File: src/rtl/simple_widthadapt_x_to_1.sv
// Wide-to-narrow width adapter: unpacks one p_iwidth*p_x word into p_x narrow words.
// Define WIDTHADAPT_X_TO_1_MSB_FIRST_EN to emit the highest lane first.
module simple_widthadapt_x_to_1 #(
    parameter int p_iwidth = 16,
    parameter int p_x      = 8
) (
    input  logic                         i_clk,
    input  logic                         i_rst_n,
    input  logic                         i_valid,
    input  logic [p_iwidth*p_x-1:0]      i_data,
    output logic                         o_ready,
    output logic                         o_valid,
    output logic [p_iwidth-1:0]          o_data,
    output logic                         o_last,
    input  logic                         i_ready
);

    localparam int p_wwidth = p_iwidth * p_x;
    localparam int p_xw     = $clog2(p_x);
    localparam logic [p_xw-1:0] LP_LAST = p_xw'(p_x - 1);

    typedef enum logic {
        IDLE  = 1'b0,
        SHIFT = 1'b1
    } state_t;

    state_t              r_state_reg, w_state_next;
    logic [p_xw-1:0]     r_cnt_reg, w_cnt_next;
    logic [p_wwidth-1:0] r_hold_reg, w_hold_next;

    logic                w_up;
    logic                w_dn;
    logic                w_is_last;
    logic [p_xw-1:0]     w_lane;
    logic [p_iwidth-1:0] w_lanes [p_x];

    genvar gi;
    generate
        for (gi = 0; gi < p_x; gi++) begin : g_lane
            assign w_lanes[gi] = r_hold_reg[gi*p_iwidth +: p_iwidth];
        end
    endgenerate

    // Lane selection is the only difference between the two emission orders.
`ifdef WIDTHADAPT_X_TO_1_MSB_FIRST_EN
    assign w_lane = LP_LAST - r_cnt_reg;
`else
    assign w_lane = r_cnt_reg;
`endif

    assign w_is_last = (r_cnt_reg == LP_LAST);
    assign o_valid   = (r_state_reg == SHIFT);
    assign o_ready   = i_rst_n && ((r_state_reg == IDLE) || (w_is_last && i_ready));
    assign o_last    = o_valid && w_is_last;
    assign o_data    = w_lanes[w_lane];
    assign w_up      = i_valid && o_ready;
    assign w_dn      = o_valid && i_ready;

    always_ff @(posedge i_clk) begin
        if (!i_rst_n) begin
            r_state_reg <= IDLE;
            r_cnt_reg   <= '0;
            r_hold_reg  <= '0;
        end else begin
            r_state_reg <= w_state_next;
            r_cnt_reg   <= w_cnt_next;
            r_hold_reg  <= w_hold_next;
        end
    end

    always_comb begin
        w_state_next = r_state_reg;
        w_cnt_next   = r_cnt_reg;
        w_hold_next  = r_hold_reg;
        if (w_dn) begin
            if (!w_is_last) begin
                w_cnt_next = r_cnt_reg + 1'b1;
            end else begin
                w_state_next = IDLE;
                w_cnt_next   = '0;
            end
        end
        // A load on the last-lane beat overrides the return to IDLE.
        if (w_up) begin
            w_hold_next  = i_data;
            w_cnt_next   = '0;
            w_state_next = SHIFT;
        end
    end

endmodule

File: config.mk
export PLATFORM = sky130hd
export DESIGN_NAME = simple_widthadapt_x_to_1
export DESIGN_NICKNAME = d
export VERILOG_FILES = /design/src/rtl/simple_widthadapt_x_to_1.sv
export SDC_FILE = /design/constraint.sdc
export NUM_CORES = 1
export LEC_CHECK = 0
export ABC_AREA = 0
export BUFFER_PORTS_ARGS = -buffer_cell sky130_fd_sc_hd__buf_4
export CORE_UTILIZATION = 54
export DETAILED_ROUTE_END_ITERATION = 8
export PLACE_DENSITY = 0.86
export SYNTH_ARGS = -nofsm -noshare
export SYNTH_HDL_FRONTEND = slang
export SYNTH_SLANG_ARGS = --single-unit
File: constraint.sdc
create_clock -name i_clk -period 1.75 [get_ports i_clk]
set_input_delay 0.175 -clock i_clk [delete_from_list [all_inputs] [get_ports i_clk]]
set_output_delay 0.175 -clock i_clk [all_outputs]
set_load 0.005 [all_outputs]
Word level (Yosys, flattened, before mapping)
Cells that the tools add are included.
{"block": "totals", "ff_bits": 132, "input_bits": 132, "out_inout_bits": 19, "elab_cells": 26}
{"block": "classes", "addsub": 1, "order_cmp": 1, "eq_ne": 1, "n_mux": 7, "bitwise_logic": 3, "n_reduce_logical": 10}
{"cell": "$bmux W16 S3", "n": 1}
{"cell": "$mux W16", "n": 2}
{"cell": "$logic_and A1 B1 Y1", "n": 5}
{"cell": "$ge A4 B4 Y1 const B", "n": 1}
{"cell": "$not A3 Y4", "n": 1}
{"cell": "$reduce_bool A2 Y1", "n": 2}
{"cell": "$add A3 B1 Y3 const B", "n": 1}
{"cell": "$eq A3 B3 Y1 const B", "n": 1}
{"cell": "$mux W1", "n": 3}
{"cell": "$mux W3", "n": 1}
{"cell": "$not A1 Y1", "n": 2}
{"cell": "$reduce_and A2 Y1", "n": 1}
{"cell": "$reduce_or A2 Y1", "n": 1}
{"cell": "$logic_or A1 B1 Y1", "n": 1}

Depth between registers and ports, before layout
{"block": "logic_depth", "depth_word": 7, "mapped_depth": 7, "mapped_depth_nobuf": 5}

Worst setup path before layout
No wires, ideal clock.
{"block": "synth_timing", "path_kind": "reg2out", "startpoint": "register r_cnt_reg[0]", "endpoint": "output port o_data[0]", "arrival_time_ns": 1.417, "path_slack_ns": 0.158, "path_stages_with_launch": 5, "path_cell_list": "dfxtp_1 -> buf_6 -> buf_6 -> mux4_1 -> mux2_2"}
{"block": "synth_via", "elab_chain_len": 4}
{"item": "start, declared", "line_no": "28", "text": "logic [p_xw-1:0] r_cnt_reg, w_cnt_next;"}
{"item": "start signal, assigned", "line_no": "66", "text": "r_cnt_reg <= w_cnt_next;"}
{"item": "$not A3 Y4 (implied by the code)", "line_no": "55", "text": "assign o_data = w_lanes[w_lane];"}
{"item": "$bmux W16 S3", "line_no": "55"}
{"item": "$mux W16 (implied by the code) (2 in a row)", "line_no": "55"}
{"item": "end, declared", "line_no": "13", "text": "output logic [p_iwidth-1:0] o_data,"}
Every way passes these cells. The select of a mux whose other input is x is not followed.

Worst setup path after layout
{"block": "layout_timing", "startpoint": "register r_cnt_reg[0]", "endpoint": "output port o_data[3]"}
The elaborated chain is that of the path after synthesis.

==> results.txt <==
----------------------------------------------------
[Logic synthesis]
  Total of flip-flops plus latches after synthesis ... 132
  Synth warnings ... 0
  Syn Nets ... 757
  Post-synthesis instance area ... 6250 um^2
  Library cells used by synthesis ... 23
  Seq/Total Area, Yosys ... 0.422
  Mean post-synth cell area ... 10.0 um^2
  Instance count of the mapped netlist ... 623

[STA]
  Clock skew after layout ... 0.0197 ns
  Crit path setup slack, layout ... -0.473 ns
  Fraction of the cycle the final worst path needs ... 1.27
  Setup violation total in the final timing report ... 149
  Worst slew slack as a fraction of its limit ... 0.628
  Minimum clock period ... 2.22 ns
  Transition time at the pin with the least slew margin ... 0.557 ns
  RSZ-0062 raised after global routing ... true
  Worst hold slack ... -0.00399 ns
  Final Max Tran Viols ... 0
  Setup Total Neg Slack ... -52.51 ns
  Hold Fails Final Rpt ... 1
  Top achievable clock speed ... 450 MHz

[Clocking]
  Number of clock buffers inserted by TritonCTS ... 17
  Cell chosen for the clock root ... sky130_fd_sc_hd__clkbuf_16
  Clock-pin slew of the registers on the worst-case setup and hold paths ... 0.06 ns
  Buffer depth of the longest clock path ... 2
  CTS H-Tree Depth ... 4
  Sink count of the clock tree ... 132
  Clock tree from TritonCTS ... done
  Clk Latency, worst-skew pair ... 0.43 ns

[Setup path]
  Cell depth of the worst flop-to-flop path ... 12
  Critical Path End Type ... primary output
  Critical path data required time ... 1.57 ns
  Kind of start point of the critical path ... flop
  Data arrival time at the worst-slack endpoint ... 2.05 ns
  Largest fanout on the critical path ... 5
  Worst setup path class ... flop to primary output

[Route]
  DR vias ... 5738
  Number of routed nets with antenna violations ... 0
  Detailed-route wire length ... 23.2 mm
  Per-cell routed wire length ... 24.2 um
  Number of DRC markers after the initial detailed-route iteration ... 687
  Number of DRC violations after detailed routing ... 0
  Average vias per placed instance ... 5.98
  First-pass iteration count of the detailed router ... 5

[Die]
  Die Wd ... 110 um
  Boundary Pins ... 151
  Cell Rows ... 38
  CORE AREA ... 11100 um^2
  Initial cell density of the core ... 0.565
  Die Height ... 110 um
  Die area ... 12000 um^2

[GRT]
  Global route total overflow ... 0
  Antenna violations before repair ... 1
  Maximum number of pins on one net before global-route repair ... 134
  Via count of the first global-routing pass ... 5711
  Global routing usage summed across all routing layers ... 0.363
  Global-route wire length before repair ... 31.1 mm

[Hold path]
  Number of cells traversed by the worst hold path ... 3
  Type of the most critical hold path ... input port to flop

[Run status]
  Violations in the final reports ... negative hold slack, negative setup slack
  Status ... finished with violations

[Placed design]
  Count of buffers from port buffering ... 150
  Hpwl dp ... 11.4 mm
  Setup Slack @ Placement ... -0.190 ns
  Placer congestion estimate ... 0.839

[Power and ir drop]
  Leakage power total ... 4.26 nW
  P per Cell Area ... 945 nW/um^2
  Total power ... 0.00859 W
  Maximum resistive drop on vdd ... 0.000695 V

[Flow run]
  Max-cap violations ... 0

[Cells and area]
  Fraction of layout cells with a size suffix above 1 ... 0.358
  Area overhead of the layout relative to synthesis ... 45.4%
  Flip-flop count of the largest register, all copies and words added ... 128
  Number of nets in the layout ... 940
  Number of antenna cells inserted ... 0
  Fraction of the core area covered by cells at the end of the flow ... 0.821

----------------------------------------------------
-- critical path: stages (launching register included) --
cell and delay, ns:
sky130_fd_sc_hd__dfxtp_4 0.39, sky130_fd_sc_hd__buf_12 0.13, sky130_fd_sc_hd__buf_12 0.13, sky130_fd_sc_hd__mux4_2 0.57
sky130_fd_sc_hd__mux2_4 0.30, sky130_fd_sc_hd__buf_6 0.11
-- Yosys cell counts --
library cell	count	area share
sky130_fd_sc_hd__dfxtp_1	132	0.42
sky130_fd_sc_hd__buf_6	4	0.0072
sky130_fd_sc_hd__o21a_1	1	0.0012
sky130_fd_sc_hd__nand2b_1	1	0.0010
sky130_fd_sc_hd__nor3b_1	2	0.0024
sky130_fd_sc_hd__inv_1	128	0.077
sky130_fd_sc_hd__buf_2	6	0.0048
sky130_fd_sc_hd__a31oi_1	1	0.0010
sky130_fd_sc_hd__clkbuf_1	19	0.011
sky130_fd_sc_hd__mux2_2	16	0.029
sky130_fd_sc_hd__mux4_2	3	0.011
sky130_fd_sc_hd__and2_1	1	0.0010
sky130_fd_sc_hd__and4b_1	1	0.0016
sky130_fd_sc_hd__mux4_1	29	0.12
sky130_fd_sc_hd__mux2i_1	129	0.21
sky130_fd_sc_hd__nor2_1	2	0.0012
sky130_fd_sc_hd__nand2_1	131	0.079
sky130_fd_sc_hd__a21boi_2	1	0.0018
sky130_fd_sc_hd__buf_4	10	0.012
sky130_fd_sc_hd__nor2b_1	2	0.0020
sky130_fd_sc_hd__a21oi_1	1	0.00080
sky130_fd_sc_hd__ha_1	2	0.0040
sky130_fd_sc_hd__o21ai_0	1	0.00080
-- cells by family after synthesis --
| logic type | count (synthesis) | share of synthesized area |
|---|---|---|
| fa+ha+maj | 2 | 0.00400 |
| compound gates | 5 | 0.00560 |
| simple gates | 140 | 0.0878 |
| flops | 132 | 0.422 |
| mux | 177 | 0.368 |
| buf+inv | 167 | 0.112 |
-- final cells by class --
cell class                      count  area, um^2
Timing Repair Buffer              203        2060
Multi-Input combinational cell    324        3110
Inverter                          128         480
Tap cell                          140         175
Clock inverter                     12         169
Fill cell                         532        1990
Sequential cell                   132        2650
Clock buffer                       20         457
-- power by group --
part / leakage, nW / internal, W / switching (W)
Sequential: 1.09 / 0.00322 / 0.000170
Combinational: 2.87 / 0.000769 / 0.000590
Clock: 0.300 / 0.00235 / 0.00149
Total: 4.26 / 0.00634 / 0.00225
-- per-stage QoR --
stage,instances,hold WS [ns],cell area (um^2)
2_1_floorplan,623,0.299,6250
3_3_place_gp,892,0.421,7570
3_5_place_dp,892,0.423,7570
4_1_cts,957,0.000708,9000
5_1_grt,959,-0.000773,9090
6_report,959,-0.00399,9090
-- layer usage --
metal,vias to the layer above,GRT usage,routed length (um)
li1,2389,-,-
met1,2707,0.412,7960
met2,485,0.604,11100
met3,157,0.100,2410
met4,0,0.228,1760
met5,-,0,0
-- layout by cell type, fill, tap and decap left out --
master                          count
sky130_fd_sc_hd__ha_4               2
sky130_fd_sc_hd__a21boi_4           1
sky130_fd_sc_hd__dfxtp_4            1
sky130_fd_sc_hd__buf_12            20
sky130_fd_sc_hd__dfxtp_1          131
sky130_fd_sc_hd__mux4_2            16
sky130_fd_sc_hd__o21a_1             1
sky130_fd_sc_hd__clkinvlp_4         2
sky130_fd_sc_hd__mux4_1            16
sky130_fd_sc_hd__bufinv_16          3
sky130_fd_sc_hd__mux2i_4            7
sky130_fd_sc_hd__o21ai_0            1
sky130_fd_sc_hd__nor2b_1            2
sky130_fd_sc_hd__nor3b_2            1
sky130_fd_sc_hd__a21oi_2            1
sky130_fd_sc_hd__a31oi_4            1
sky130_fd_sc_hd__and4b_1            1
sky130_fd_sc_hd__clkinv_4           2
sky130_fd_sc_hd__clkbuf_1           1
sky130_fd_sc_hd__clkbuf_16         19
sky130_fd_sc_hd__buf_6             14
sky130_fd_sc_hd__nand2b_1           1
sky130_fd_sc_hd__nand2_2            1
sky130_fd_sc_hd__buf_4            151
sky130_fd_sc_hd__mux2i_1          109
sky130_fd_sc_hd__clkbuf_8           2
sky130_fd_sc_hd__buf_8              3
sky130_fd_sc_hd__nor2_4             2
sky130_fd_sc_hd__nand2_1          130
sky130_fd_sc_hd__inv_6              4
sky130_fd_sc_hd__mux2i_2           13
sky130_fd_sc_hd__mux2_4             6
sky130_fd_sc_hd__inv_8              1
sky130_fd_sc_hd__nor3b_4            1
sky130_fd_sc_hd__inv_1            128
sky130_fd_sc_hd__dlygate4sd3_1      5
sky130_fd_sc_hd__mux2_2            10
sky130_fd_sc_hd__buf_16             8
sky130_fd_sc_hd__and2_4             1
-- path summary, 6_finish.rpt --
path	endpoint	startpoint	slack, ns
max	o_data[3]	r_cnt_reg[0]	-0.47
min	r_hold_reg[34]	i_data[34]	-0.004
max reg2reg	r_hold_reg[37]	r_cnt_reg[0]	-0.46
min reg2reg	r_hold_reg[40]	r_hold_reg[40]	0.46
-- what timing repair did --
action | 4_1_cts | 5_1_grt
hold buffers | 3 | 2
setup buffers | 14 | 11
gates resized for setup | 75 | 47
gates cloned | 16 | 2
hold endpoints to repair | 3 | 2
endpoints found under the setup margin | 148 | 149
pin swaps | 4 | 5
Note: power is estimated with default switching activity, not from simulation.
